===== config.mk =====
export PLATFORM = sky130hd
export DESIGN_NAME = shr_host
export DESIGN_NICKNAME = d
export VERILOG_FILES = /design/src/rtl/shr_host_pkg.sv /design/src/rtl/shr_bit_counter.sv /design/src/rtl/shr_host.sv
export SDC_FILE = /design/constraint.sdc
export NUM_CORES = 1
export LEC_CHECK = 0
export CAP_MARGIN = 20
export CORE_ASPECT_RATIO = 0.7
export CORE_MARGIN = 4
export CORE_UTILIZATION = 35
export CTS_BUF_LIST = sky130_fd_sc_hd__clkbuf_16
export CTS_CLUSTER_DIAMETER = 30
export DETAILED_ROUTE_END_ITERATION = 10
export GPL_TIMING_DRIVEN = 0
export PLACE_DENSITY = 0.61
export SYNTH_ARGS = -nofsm -noshare
export SYNTH_HDL_FRONTEND = slang
export SYNTH_SLANG_ARGS = --single-unit

===== constraint.sdc =====
create_clock -name clk -period 2.1 [get_ports clk]
set_input_delay 0.21 -clock clk [delete_from_list [all_inputs] [get_ports clk]]
set_output_delay 0.21 -clock clk [all_outputs]
set_load 0.01 [all_outputs]

===== src/rtl/shr_host_pkg.sv =====
// Shared definitions for the scan-harness host: the FSM state encoding and
// the default vector widths.
package shr_host_pkg;

  typedef enum logic [1:0] {
    S_IDLE,
    S_SHIFT,
    S_STROBE,
    S_CAPTURE
  } state_t;

  localparam int DIN_N_DEF  = 256;
  localparam int DOUT_N_DEF = 256;

endpackage


===== src/rtl/shr_bit_counter.sv =====
// Loadable down-counter with a zero flag; load wins over decrement and the
// count saturates at zero rather than wrapping.
module shr_bit_counter #(
  parameter int W = 4
) (
  input  logic         clk,
  input  logic         rst,
  input  logic         load,
  input  logic [W-1:0] load_val,
  input  logic         dec,
  output logic [W-1:0] cnt,
  output logic         zero
);

  always_ff @(posedge clk) begin
    if (rst) begin
      cnt <= '0;
    end else if (load) begin
      cnt <= load_val;
    end else if (dec && (cnt != '0)) begin
      cnt <= cnt - 1'b1;
    end
  end

  assign zero = (cnt == '0);

endmodule


===== src/rtl/shr_host.sv =====
// Scan-harness host: shifts a vector into the harness MSB first, strobes it,
// then captures the harness response serially into vec_out.
module shr_host
  import shr_host_pkg::*;
#(
  parameter int DIN_N  = DIN_N_DEF,
  parameter int DOUT_N = DOUT_N_DEF
) (
  input  logic              clk,
  input  logic              rst,
  input  logic              start,
  input  logic [DIN_N-1:0]  vec_in,
  output logic              busy,
  output logic              done,
  output logic [DOUT_N-1:0] vec_out,
  output logic              ser_di,
  output logic              ser_stb,
  input  logic              ser_do
);

  localparam int MAXN = (DIN_N > DOUT_N) ? DIN_N : DOUT_N;
  localparam int CW   = $clog2(MAXN + 1);
  localparam logic [CW-1:0] SHIFT_LAST = CW'(DIN_N - 1);
  localparam logic [CW-1:0] CAP_LAST   = CW'(DOUT_N - 1);

  state_t state, state_nxt;

  logic [DIN_N-1:0]  tx;
  logic [DOUT_N-1:0] rx;
  logic [DIN_N-1:0]  tx_shl;
  logic [DOUT_N:0]   rx_ext;
  logic [DOUT_N-1:0] rx_nxt;

  logic          cnt_load;
  logic [CW-1:0] cnt_val;
  logic          cnt_dec;
  logic [CW-1:0] cnt;
  logic          cnt_zero;

  logic accept, shift_en, strobe_nxt, capture_en, finish;

  shr_bit_counter #(.W(CW)) u_cnt (
    .clk      (clk),
    .rst      (rst),
    .load     (cnt_load),
    .load_val (cnt_val),
    .dec      (cnt_dec),
    .cnt      (cnt),
    .zero     (cnt_zero)
  );

  // tx is consumed MSB first by shifting left; rx takes ser_do into bit 0.
  assign tx_shl = tx << 1;
  assign rx_ext = {rx, ser_do};
  assign rx_nxt = rx_ext[DOUT_N-1:0];

  always_ff @(posedge clk) begin
    if (rst) state <= S_IDLE;
    else     state <= state_nxt;
  end

  always_comb begin
    state_nxt  = state;
    cnt_load   = 1'b0;
    cnt_val    = '0;
    cnt_dec    = 1'b0;
    accept     = 1'b0;
    shift_en   = 1'b0;
    strobe_nxt = 1'b0;
    capture_en = 1'b0;
    finish     = 1'b0;
    case (state)
      S_IDLE: begin
        if (start && !busy) begin
          accept    = 1'b1;
          state_nxt = S_SHIFT;
          cnt_load  = 1'b1;
          cnt_val   = SHIFT_LAST;
        end
      end
      S_SHIFT: begin
        if (cnt_zero) begin
          state_nxt  = S_STROBE;
          strobe_nxt = 1'b1;
          cnt_load   = 1'b1;
        end else begin
          shift_en = 1'b1;
          cnt_dec  = 1'b1;
        end
      end
      S_STROBE: begin
        state_nxt = S_CAPTURE;
        cnt_load  = 1'b1;
        cnt_val   = CAP_LAST;
      end
      S_CAPTURE: begin
        capture_en = 1'b1;
        if (cnt_zero) begin
          finish    = 1'b1;
          state_nxt = S_IDLE;
          cnt_load  = 1'b1;
        end else begin
          cnt_dec = 1'b1;
        end
      end
      default: state_nxt = S_IDLE;
    endcase
  end

  // Registered outputs: ser_di carries the bit for the coming cycle, so the
  // first bit is presented straight from vec_in on the accepting edge.
  always_ff @(posedge clk) begin
    if (rst) begin
      busy    <= 1'b0;
      done    <= 1'b0;
      ser_stb <= 1'b0;
      ser_di  <= 1'b0;
      vec_out <= '0;
      tx      <= '0;
      rx      <= '0;
    end else begin
      done    <= finish;
      ser_stb <= strobe_nxt;
      if (accept)      busy <= 1'b1;
      else if (finish) busy <= 1'b0;
      if (accept)        ser_di <= vec_in[DIN_N-1];
      else if (shift_en) ser_di <= tx_shl[DIN_N-1];
      else               ser_di <= 1'b0;
      if (accept)        tx <= vec_in;
      else if (shift_en) tx <= tx_shl;
      if (capture_en) rx <= rx_nxt;
      if (finish)     vec_out <= rx_nxt;
    end
  end

endmodule


Word level (Yosys, flattened, before mapping). Index checks and enable logic that the tools add are counted.

Bitwise logic cells: 1. Reduce and logical (&&, ||, !) cells: 12. Multiplexer cells: 23. Equal/unequal tests: 6. Add/sub/neg operators: 1.

Operator list (count): $mux W255 (2); $mux W9 (2); $pmux W8 S2 (1); $mux W1 (12); $logic_not A9 Y1 (1); $reduce_bool A9 Y1 (1); $sub A9 B1 Y9 const B (1); $mux W8 (1); $pmux W2 S4 (1); $mux W2 (3); $ne A2 B2 Y1 const B (3); $reduce_bool A2 Y1 (3); $eq A2 B2 Y1 const B (2); $reduce_or A2 Y1 (2); $pmux W1 S3 (1); $reduce_and A3 Y1 (1); $eq A2 B1 Y1 const B (1); $logic_and A1 B1 Y1 (2); $logic_not A2 Y1 (1); $logic_not A1 Y1 (1); $not A1 Y1 (1).

Bits of input ports: 260. Word-level logic and storage cells: 52. Register bits after elaboration: 781. Output and inout port bits: 260.

Logic depth before layout (Yosys ltp).
Depth after elaboration: 6. Gate-level depth with buffers: 9. Mapped depth without buffers: 6.

By module. Synthesis repeated with hierarchy kept, for this count alone.

Cell total of the unflattened synthesis: 3461. Area, all modules: 32262.2 µm².

Modules (own cells, without submodules): shr_host (cells each 3391, instances 1, area an instance 31657.9 µm², seq. area each 15454.8 µm²); shr_bit_counter (cells each 70, instances 1, area an instance 604.3 µm², seq. area each 180.2 µm²).

Worst setup path after synthesis. OpenSTA, ideal clock, no wires.

Kind: register to register. From: reg u_cnt.cnt[0]. To: reg tx[110]. Required time: 1.953 ns. Buffers on the path: 3. Data arrival time: 1.911 ns. Setup time: 0.147 ns. Clock period less this slack: 2.057 ns. Slack: 0.043 ns. Stages on the path, launching flop included: 10. Cell sequence: dfxtp_1 > inv_1 > ha_1 > nor4b_1 > a21oi_1 > clkbuf_1 > buf_2 > buf_2 > nor3_1 > a311oi_2.

Cells in the longest elaborated chain, start to end: 4.

RTL lines: from (decl) (RTL line shr_bit_counter.sv:11) `output logic [W-1:0] cnt,`; from (signal assigned) (RTL line shr_bit_counter.sv:19) `cnt <= load_val;`; from (signal assigned) (RTL line shr_bit_counter.sv:21) `cnt <= cnt - 1'b1;`; $logic_not A9 Y1 (RTL line shr_bit_counter.sv:25) `assign zero = (cnt == '0);`; $mux W1 (RTL line shr_host.sv:82) `if (cnt_zero) begin`; $mux W1 (RTL line shr_host.sv:72) `case (state)`; $reduce_bool A2 Y1 (no line); to (signal assigned) (RTL line shr_host.sv:129) `if (accept) tx <= vec_in;`; to (signal assigned) (RTL line shr_host.sv:130) `else if (shift_en) tx <= tx_shl;`; to (decl) (RTL line shr_host.sv:28) `logic [DIN_N-1:0] tx;`.

No other way between the ends. A chain may end at the register's enable or synchronous reset.

Final worst setup path.
From: reg u_cnt.cnt[0]. To: reg tx[138].

The elaborated chain is that of the path after synthesis.

==> results_dict.tcl <==
set metrics [dict create \
    ys_ff_latch 781 \
    start_kind "register" \
    synth_fp_nets 3737 \
    dieArea_um2 89800 \
    core_area_um2 84300 \
    final_nets 4480 \
    htree_levels 4 \
    fp.dieW_um 356 \
    tightest_slew_ps 1070 \
    synth.distinct_cells 42 \
    synth_edf_count 0 \
    final-seq-area_um2 15600 \
    synthAdderAreaFrac 0.00252 \
    hold_viol 0 \
    drt-total-wl_um 98000 \
    required_ps 2740 \
    synth_mux_area_frac 0.0862 \
    rsz0062_at_grt "yes" \
    final_util 0.533 \
    relSlewSlack 0.287 \
    multi_input_area_um2 14200 \
    avgSynthCellArea_um2 8.57 \
    clkLatencyLatePin_ps 740 \
    place_ws_ps -1080 \
    cts-buffers-inserted 140 \
    grt_antenna_before_repair 12 \
    ant_nets 0 \
    cts_tree "yes" \
    clock_sinks 781 \
    max_freq_mhz 443 \
    p_per_area_nw_per_um2 1380 \
    pin_count 520 \
    port-buffer-count 518 \
    violations "setup timing" \
    fillers 7794 \
    setup_slack_ps -156 \
    period_minus_slack_ps 2260 \
    async_reset_ff_frac 0 \
    worstPathArrival_ps 2900 \
    ys_warn_count 0 \
    grt_use_met1 0.290 \
    status "finished, violations left" \
    clk_pin_slew_worst_paths_ps 50 \
    clockBufferDepth 3 \
    synth_cells 3471 \
    grt_pass1_wl_um 148000 \
    drive_above_1_share 0.175 \
    synth-simple-area-share 0.212 \
    start_util 0.353 \
    busiest_layer "met2" \
    die_y_um 252 \
    ys_seq_area_frac 0.526 \
    drt_iter0_drc 1606 \
    setup_tns_ps -13530 \
    vias_per_cell 5.02 \
    power.total_mw 62.2 \
    area_delta_synth_final_pct 51.0 \
    route.detailed.drc 0 \
    dp_hpwl_um 67000 \
    finClkSkew_ps 56.4 \
    post_drt_wl_per_cell_um 17.9 \
    gp_congestion 0.836 \
    critPathKind "reg -> reg" \
    grt_remaining_overflow 0 \
    post-route-period-util 1.07 \
    rows 89 \
    synth_flop_cell "dfxtp_1" \
    root_buffer "clkbuf_16" \
    leakage_nw 15.3 \
    endpoint_kind "register" \
    maxSlewViolCount 0 \
    use_met3 0.0510 \
    peakVddDrop_uv 893 \
    syn_area_um2 29700 \
    critPathMaxFanout 5 \
    grt_max_degree 17 \
    synth_xor_area_frac 0.000294 \
    synth-compound-area-share 0.128 \
    timing.hold.ws_ps 72.5 \
    met2_usage 0.304 \
    first_global_vias 26100 \
    max-cap-violations 0 \
    hold_path.class "in -> reg" \
    synth_top_family_by_area "simple AND/OR/NAND/NOR gates" \
    setup_violations 347 \
    vias 27500 \
    firstDrtPassIters 5 \
    track_usage 0.207 \
]
==> layout make-up <==
| class | instances | share of cell area |
|---|---|---|
| Clock buffer | 140 | 0.0780 |
| Tap cell | 1137 | 0.0317 |
| Timing Repair Buffer | 604 | 0.143 |
| Sequential cell | 781 | 0.348 |
| Multi-Input combinational cell | 2371 | 0.316 |
| Antenna cell | 9 | 0.000502 |
| Buffer | 310 | 0.0507 |
| Inverter | 6 | 0.000502 |
| Clock inverter | 113 | 0.0310 |
==> per-stage QoR <==
| step | cells | area [µm²] |
|---|---|---|
| floorplan | 3471 | 29700 |
| CTS | 5451 | 43600 |
| detailed placement | 5126 | 36400 |
| global route | 5471 | 44900 |
| finish | 5471 | 44900 |
| global placement | 5126 | 36400 |
==> per-layer routing <==
layer  wire length, µm  share of wire
met3              6040          0.062
met1             46500           0.47
met5                19        0.00019
met2             42600           0.44
met4              2770          0.028
==> critical path, cell delays in order, from the launching register on <==
cell	delay (ps)
dfxtp_2	320
inv_2	70
ha_4	130
or4b_4	480
o21ai_4	200
nand2_4	80
buf_12	140
buf_12	130
buf_16	150
buf_12	130
buf_16	130
a311oi_2	230
==> timing repair <==
action / CTS / global route
setup buffers: 25 / 5
pin swaps: 17 / 18
gates resized for setup: 418 / 303
setup endpoints to repair: 769 / 506
hold endpoints to repair: 30 / 0
hold buffers: 30 / 0
cloned: 19 / 9
==> kinds of logic (layout without fill, tap and decap cells) <==
kind of cell,Yosys count,after routing
AO/OA/AOI/OAI,536,536
adder cells (fa/ha/maj),6,6
XOR/XNOR,1,1
other,0,9
AND/OR/NAND/NOR,1572,1572
multiplexers,256,256
flip-flops,781,781
buffers and inverters,319,1173
==> Yosys cell counts (6+ instances only) <==
master	instances	area (µm²)
buf_1	26	97.6
a21oi_1	263	1320
dfxtp_1	781	15600
nor2_1	262	983
nor3_1	256	1280
a31oi_1	6	37.5
mux2i_1	255	2550
inv_1	6	22.5
nand2_1	1031	3870
clkbuf_1	235	882
buf_6	11	124
a311oi_1	234	2050
ha_1	6	75.1
a311oi_2	21	315
buf_2	41	205
==> registers in the layout (all words and copies together) (netlist names) <==
register   count
ser_stb        1
done           1
vec_out      256
busy           1
state          2
u_cnt.cnt      9
rx           255
ser_di         1
tx           255
==> layout by cell type, fill, tap and decap left out, types with 3 or more instances in the layout <==
master / netlist / layout
inv_16: 0 / 7
nand2_1: 1031 / 1030
clkinv_2: 0 / 12
buf_16: 0 / 10
clkbuf_1: 235 / 89
dlygate4sd3_1: 0 / 30
nor3_1: 256 / 255
clkinv_4: 0 / 8
buf_4: 0 / 24
nand3b_1: 3 / 3
clkbuf_16: 0 / 155
clkinvlp_4: 0 / 12
buf_1: 26 / 5
nor2_1: 262 / 262
a31oi_1: 6 / 6
clkdlybuf4s50_1: 0 / 518
clkinv_16: 0 / 6
dfxtp_2: 0 / 3
ha_1: 6 / 3
diode_2: 0 / 9
buf_6: 11 / 19
clkbuf_4: 0 / 15
clkinv_1: 0 / 25
buf_12: 0 / 27
clkbuf_2: 0 / 91
o41ai_1: 3 / 3
buf_8: 0 / 33
dfxtp_1: 781 / 778
a21oi_1: 263 / 212
a311oi_1: 234 / 55
inv_6: 0 / 6
bufinv_16: 0 / 21
inv_1: 6 / 19
a311oi_2: 21 / 200
clkbuf_8: 0 / 4
a21oi_2: 0 / 50
mux2i_1: 255 / 255
buf_2: 41 / 34
==> power by group <==
| group | switching [mW] | leakage [nW] | internal (mW) | total [mW] |
|---|---|---|---|---|
| sequential | 1.51 | 6.35 | 17.6 | 19.1 |
| combinational | 10.6 | 6.58 | 9.22 | 19.9 |
| clock | 8.27 | 2.39 | 14.9 | 23.2 |
==> worst paths after layout <==
kind | start | to | slack (ps) | cells past startpoint
worst max-delay path | u_cnt.cnt[0]$_SDFFE_PP0P_ | tx[138]$_SDFFE_PP0P_ | -160 | 11
worst min-delay path | vec_in[144] | tx[144]$_SDFFE_PP0P_ | 70 | 3
worst max register to register | u_cnt.cnt[0]$_SDFFE_PP0P_ | tx[138]$_SDFFE_PP0P_ | -160 | 11
worst min register to register | rx[225]$_SDFFE_PP0P_ | vec_out[226]$_SDFFE_PP0P_ | 430 | 2
(Power assumes the default switching activity.)
